$ cat src/rtl/dec_pkg.sv
// Shared types and helpers for the pipelined one-hot decoder.
// The range-check option is enabled with the DEC_RANGE_CHK_EN macro.
package dec_pkg;

  localparam int OUT_W_MAX = 64;

  function automatic int dec_idx_w(input int n);
    return $clog2(n);
  endfunction

  // Widest possible stored entry; a narrower build keeps only its low OUT_W word bits.
  typedef struct packed {
    logic [OUT_W_MAX-1:0] word;
    logic                 err;
  } dec_entry_t;

  // Occupancy of the 2-entry skid buffer: output register only, or output plus skid.
  typedef enum logic [1:0] {
    SKID_EMPTY = 2'd0,
    SKID_ONE   = 2'd1,
    SKID_FULL  = 2'd2
  } skid_state_e;

endpackage

$ cat src/rtl/dec_skid_buf.sv
// Generic 2-entry valid/ready skid register with a registered in_ready_o.
// Handshake: a beat moves on a rising edge where valid and ready are both high; out_data_o holds while stalled.
module dec_skid_buf
  import dec_pkg::*;
#(
  parameter int DATA_W = 8
) (
  input  logic              clk_i,
  input  logic              rst_i,
  input  logic              in_valid_i,
  output logic              in_ready_o,
  input  logic [DATA_W-1:0] in_data_i,
  input  logic              out_ready_i,
  output logic [DATA_W-1:0] out_data_o,
  output skid_state_e       state_o
);

  skid_state_e       state_q, state_d;
  logic [DATA_W-1:0] out_q, out_d;
  logic [DATA_W-1:0] skid_q, skid_d;
  logic              in_ready_q, in_ready_d;
  logic              accept;
  logic              pop;

  assign accept = in_valid_i & in_ready_q;
  assign pop    = (state_q != SKID_EMPTY) & out_ready_i;

  always_comb begin
    state_d = state_q;
    out_d   = out_q;
    skid_d  = skid_q;
    unique case (state_q)
      SKID_EMPTY: begin
        if (accept) begin
          out_d   = in_data_i;
          state_d = SKID_ONE;
        end
      end
      SKID_ONE: begin
        if (accept && pop) begin
          out_d = in_data_i;
        end else if (accept) begin
          skid_d  = in_data_i;
          state_d = SKID_FULL;
        end else if (pop) begin
          state_d = SKID_EMPTY;
        end
      end
      SKID_FULL: begin
        // in_ready is low here, so only a pop can happen.
        if (pop) begin
          out_d   = skid_q;
          state_d = SKID_ONE;
        end
      end
      default: state_d = SKID_EMPTY;
    endcase
    in_ready_d = (state_d != SKID_FULL);
  end

  always_ff @(posedge clk_i or posedge rst_i) begin
    if (rst_i) begin
      state_q    <= SKID_EMPTY;
      out_q      <= '0;
      skid_q     <= '0;
      in_ready_q <= 1'b0;
    end else begin
      state_q    <= state_d;
      out_q      <= out_d;
      skid_q     <= skid_d;
      in_ready_q <= in_ready_d;
    end
  end

  assign in_ready_o = in_ready_q;
  assign out_data_o = out_q;
  assign state_o    = state_q;

endmodule

$ cat src/rtl/decoder_using_pipe.sv
// Binary-to-one-hot decoder behind a valid/ready skid buffer; decode happens at accept time.
// Define DEC_RANGE_CHK_EN to add the range_err output that travels with each word.
module decoder_using_pipe
  import dec_pkg::*;
#(
  parameter  int OUT_W = 16,
  localparam int IN_W  = dec_idx_w(OUT_W)
) (
  input  logic             clk,
  input  logic             reset,
  input  logic             in_valid,
  output logic             in_ready,
  input  logic [IN_W-1:0]  binary_in,
  input  logic             enable,
  output logic             out_valid,
  input  logic             out_ready,
`ifdef DEC_RANGE_CHK_EN
  output logic             range_err,
`endif
  output logic [OUT_W-1:0] decoder_out
);

`ifdef DEC_RANGE_CHK_EN
  localparam int ERR_W = 1;
`else
  localparam int ERR_W = 0;
`endif
  localparam int ENTRY_W = OUT_W + ERR_W;

  logic [OUT_W-1:0]   dec_word;
  logic [ENTRY_W-1:0] in_entry;
  logic [ENTRY_W-1:0] out_entry;
  skid_state_e        skid_state;

  // Only indices below OUT_W have a line, so out-of-range codes give an all-zero word.
  always_comb begin
    dec_word = '0;
    for (int i = 0; i < OUT_W; i++) begin
      dec_word[i] = enable && (binary_in == IN_W'(i));
    end
  end

`ifdef DEC_RANGE_CHK_EN
  logic dec_err;
  assign dec_err     = enable && (32'(binary_in) >= OUT_W);
  assign in_entry    = {dec_word, dec_err};
  assign decoder_out = out_entry[ENTRY_W-1:1];
  assign range_err   = out_entry[0];
`else
  assign in_entry    = dec_word;
  assign decoder_out = out_entry;
`endif

  dec_skid_buf #(
    .DATA_W(ENTRY_W)
  ) u_skid (
    .clk_i      (clk),
    .rst_i      (reset),
    .in_valid_i (in_valid),
    .in_ready_o (in_ready),
    .in_data_i  (in_entry),
    .out_ready_i(out_ready),
    .out_data_o (out_entry),
    .state_o    (skid_state)
  );

  assign out_valid = (skid_state != SKID_EMPTY);

endmodule

$ cat config.mk
export PLATFORM = sky130hd
export DESIGN_NAME = decoder_using_pipe
export DESIGN_NICKNAME = d
export VERILOG_FILES = /design/src/rtl/dec_pkg.sv /design/src/rtl/dec_skid_buf.sv /design/src/rtl/decoder_using_pipe.sv
export SDC_FILE = /design/constraint.sdc
export NUM_CORES = 1
export LEC_CHECK = 0
export BUFFER_PORTS_ARGS = -buffer_cell sky130_fd_sc_hd__buf_2
export CORE_MARGIN = 5
export CORE_UTILIZATION = 40
export CTS_CLUSTER_DIAMETER = 150
export DETAILED_ROUTE_END_ITERATION = 6
export PLACE_DENSITY = 0.63
export SLEW_MARGIN = 20
export SYNTH_ARGS = -nofsm -noshare
export SYNTH_HDL_FRONTEND = slang
export SYNTH_SLANG_ARGS = --single-unit
$ cat constraint.sdc
create_clock -name clk -period 3.3 [get_ports clk]
set_input_delay 0.165 -clock clk [delete_from_list [all_inputs] [get_ports clk]]
set_output_delay 0.165 -clock clk [all_outputs]
set_load 0.1 [all_outputs]
==> key figures <==
Run status
  – Outcome: finished, final reports clean

Worst setup path
  – Worst Reg2Reg Path Length in Cells: 2
  – R2R Path End: u_skid.out_data_o[3]$_DFFE_PP0P_
  – Crit-path max cell delay: 0.93 ns
  – Cell family with most CP delay: compound AO/OA/AOI/OAI gates
  – CP max FO: 26
  – Worst r2r src: u_skid.state_o[1]$_DFF_PP0_
  – Critical Path, Cell by Cell: o31ai_4, mux2_2
  – Slowest library cell on the worst path: o31ai_4
  – Worst EP arrival: between 2 and 2.5 ns
  – Crit path from: u_skid.state_o[1]$_DFF_PP0_
  – CP Capture Type: flop
  – Buf+Inv Stages, Crit Path: 0
  – CP Class: flop to flop
  – R2R Setup Slk: between 1 and 1.5 ns
  – Crit path depth: 2
  – CP endpoint: u_skid.out_data_o[3]$_DFFE_PP0P_
  – CP Launch Type: flop
  – Worst EP required: 3.47 ns

Global route
  – Gr busiest metal: met2
  – GRT overflow: 0
  – GR Layer Usage met1: a little under a fifth
  – Vias in the first global route: between 1k and 1.5k
  – Largest net degree at the start of global routing: 27
  – First-pass GRT wire length: between 6000 and 7000 um
  – GRT Util Overall: between 10% and 20%
  – GRT met3 Usage: 4.13%
  – Met2 usage: between 20 and 25%
  – Initial antenna violation count: 0

Power
  – Pint: 0.000843 W
  – Sw Share: 38.1%
  – Net Switching: a little over 0.0005 W
  – Peak supply drop: about 0.39 mV
  – Flop pwr share: between 30% and 40%
  – LEAKAGE: between 1 and 1.5 nW
  – Power Density: approximately 650 nW/um^2
  – Clock power share: a little over a quarter
  – Power share of the combinational group: between 30% and 40%

Yosys
  – Cell variety after synth: 31
  – Multiplexer share of the synthesized area: a little over a fifth
  – Post-synth EDFFs: 0
  – Seq cells post-synth: 35
  – Simple-Gate Fraction of Synth Area: a little under a fifth
  – Cells after synthesis: approximately 160
  – Post-synthesis sequential area ratio: a little under half
  – Most used DFF post-synth: dfrtp_1
  – Largest family of logic cells by synthesized area: multiplexers
  – Mapped Area: roughly 1900 sq um
  – Syn Nets: 167
  – Yosys warns: 0
  – Post-synth ARST share: 100%
  – Post-Synth Adder-Cell Area: 0%
  – Post-Synth XOR/XNOR Area: 0%
  – Syn Area/Cell: between 10 and 15 sq um
  – Compound-Gate Fraction of Synth Area: approximately 8.6%

STA
  – Final hold viol count: 0
  – Fmax achieved: approximately 0.46 GHz
  – RSZ-0062 raised after global routing: no
  – TNS Setup: 0 ns
  – Period Utilization, post-route: roughly two thirds
  – Final setup viols: 0
  – Slew HR: between 30% and 40%
  – Final Skew: between 0.006 and 0.007 ns
  – Final Max Slew Viols: 0
  – Least-Margin Pin Slew: 0.900 ns
  – Minimum clock period after layout: roughly 2.2 ns

Die
  – Die Wd: ~79 um
  – Starting Density: 40.4%
  – Die Y: 78.6 um
  – FP Rows: 25
  – Core footprint: roughly 4700 sq um
  – IO Pins: 27
  – DIE AREA: 6180 sq um

Placement
  – Detailed Place HPWL: ~2700 um
  – Port bufs: 26
  – GP Congestion: 0.760

Route
  – Vias/cell: ~5.4
  – DRT iter0 DRCs: between 90 and 100
  – Via count: 1,270
  – Post-Route WL: ~3900 um
  – DRT Pass-1 Iters: 4
  – WL/cell: 16.7 um
  – Antenna-violating nets left: 0
  – DRC Markers: 0

Cells and area
  – N_diodes: 0
  – Most frequent cells in the layout: dfrtp_1 (35), buf_2 (26), mux2_2 (21)
  – Nets: 189
  – Area Overhead vs Synth: 12.0%
  – Layout cells sized above 1: about 39%
  – Utilization after layout: between 40 and 50%
  – Most common cell after layout, fill and taps aside: dfrtp_1

Clocking
  – CTS Buffer Depth: 2
  – Clk sinks: 35
  – H-tree Lvls: 2
  – CTS tree: built
  – # hold bufs at CTS: 0
  – CTS Buf Count: 5
  – Clock slew at reported path FFs: 0.07 ns
  – Postcts setup bufs: 0
  – CTS root buffer: clkbuf_8
  – PostCTS Resize Cnt: 0
  – Clock Latency Late Sink: approximately 0.29 ns

Worst hold path
  – HP Class: input pin to async pin

Run
  – Maximum capacitance violations: 0
[metal layers]
metal / vias to the layer above / share of wire (%)
li1: 611 / -
met1: 630 / 47
met5: - / 0
met3: 8 / 4.4
met2: 21 / 46
met4: 0 / 1.9
[cells by family (layout without fill, tap and decap cells)]
| kind of cell | after synthesis | after routing |
|---|---|---|
| AND/OR/NAND/NOR | 53 | 53 |
| flip-flops | 35 | 35 |
| multiplexers | 33 | 33 |
| AO/OA/AOI/OAI | 20 | 20 |
| buffers and inverters | 17 | 39 |
[cell type report]
type,count,area [sq um]
Clock inverter,1,30.0
Fill cell,430,2550
Inverter,4,15.0
Sequential cell,35,876
Tap cell,54,67.6
Clock buffer,6,72.6
Timing Repair Buffer,28,145
Multi-Input combinational cell,106,905
[worst register-to-register path: stages (launching register included)]
cell	delay [ns]
dfrtp_1	0.71
o31ai_4	0.93
mux2_2	0.43
[worst min path at each step]
stage / start / to
floorplan: out_ready / u_skid.in_ready_o$_DFF_PP0_
global placement: reset / u_skid.out_data_o[4]$_DFFE_PP0P_
detailed placement: reset / u_skid.out_data_o[4]$_DFFE_PP0P_
CTS: reset / u_skid.out_data_o[15]$_DFFE_PP0P_
global route: reset / u_skid.out_data_o[6]$_DFFE_PP0P_
finish: reset / u_skid.out_data_o[4]$_DFFE_PP0P_
[synth_stat cells (all sizes together) (2+ instances only)]
library cell | n | area [sq um]
nor2 | 15 | 56.3
buf | 8 | 70.1
clkbuf | 5 | 18.8
nand3b | 18 | 135
or3b | 2 | 17.5
nand2b | 4 | 25.0
dfrtp | 35 | 876
mux2i | 3 | 30.0
mux2 | 30 | 372
nand2 | 5 | 18.8
inv | 4 | 15.0
o31ai | 16 | 134
[power groups by stage]
stage	logic (W)	clock network [W]	registers [W]
after global routing	0.000473	0.000402	0.000555
after floorplan	0.000294	0	0.000645
final	0.000449	0.000369	0.000543
after detailed placement	0.000453	0	0.000551
after global placement	0.000443	0	0.000546
after CTS	0.000454	0.000381	0.000544
[flip-flops by register name (all words and copies together), names as in the netlist]
| signal | flops |
|---|---|
| u_skid.in_ready_o | 1 |
| u_skid.state_o | 2 |
| u_skid.out_data_o | 16 |
| u_skid.skid_q | 16 |
[metrics by stage]
step | power [W] | hold slack (ns) | cell area (sq um) | setup slack [ns] | std cells
6_report | 0.00136 | 0.0569 | 2110 | 1.12 | 234
2_1_floorplan | 0.000939 | 0.276 | 1880 | 0.976 | 158
3_3_place_gp | 0.000989 | 0.376 | 2010 | 1.22 | 227
4_1_cts | 0.00138 | 0.0987 | 2110 | 1.10 | 234
5_1_grt | 0.00143 | 0.158 | 2110 | 0.984 | 234
3_5_place_dp | 0.00100 | 0.402 | 2010 | 1.12 | 227
No activity file was read; power rests on OpenSTA's default activity.
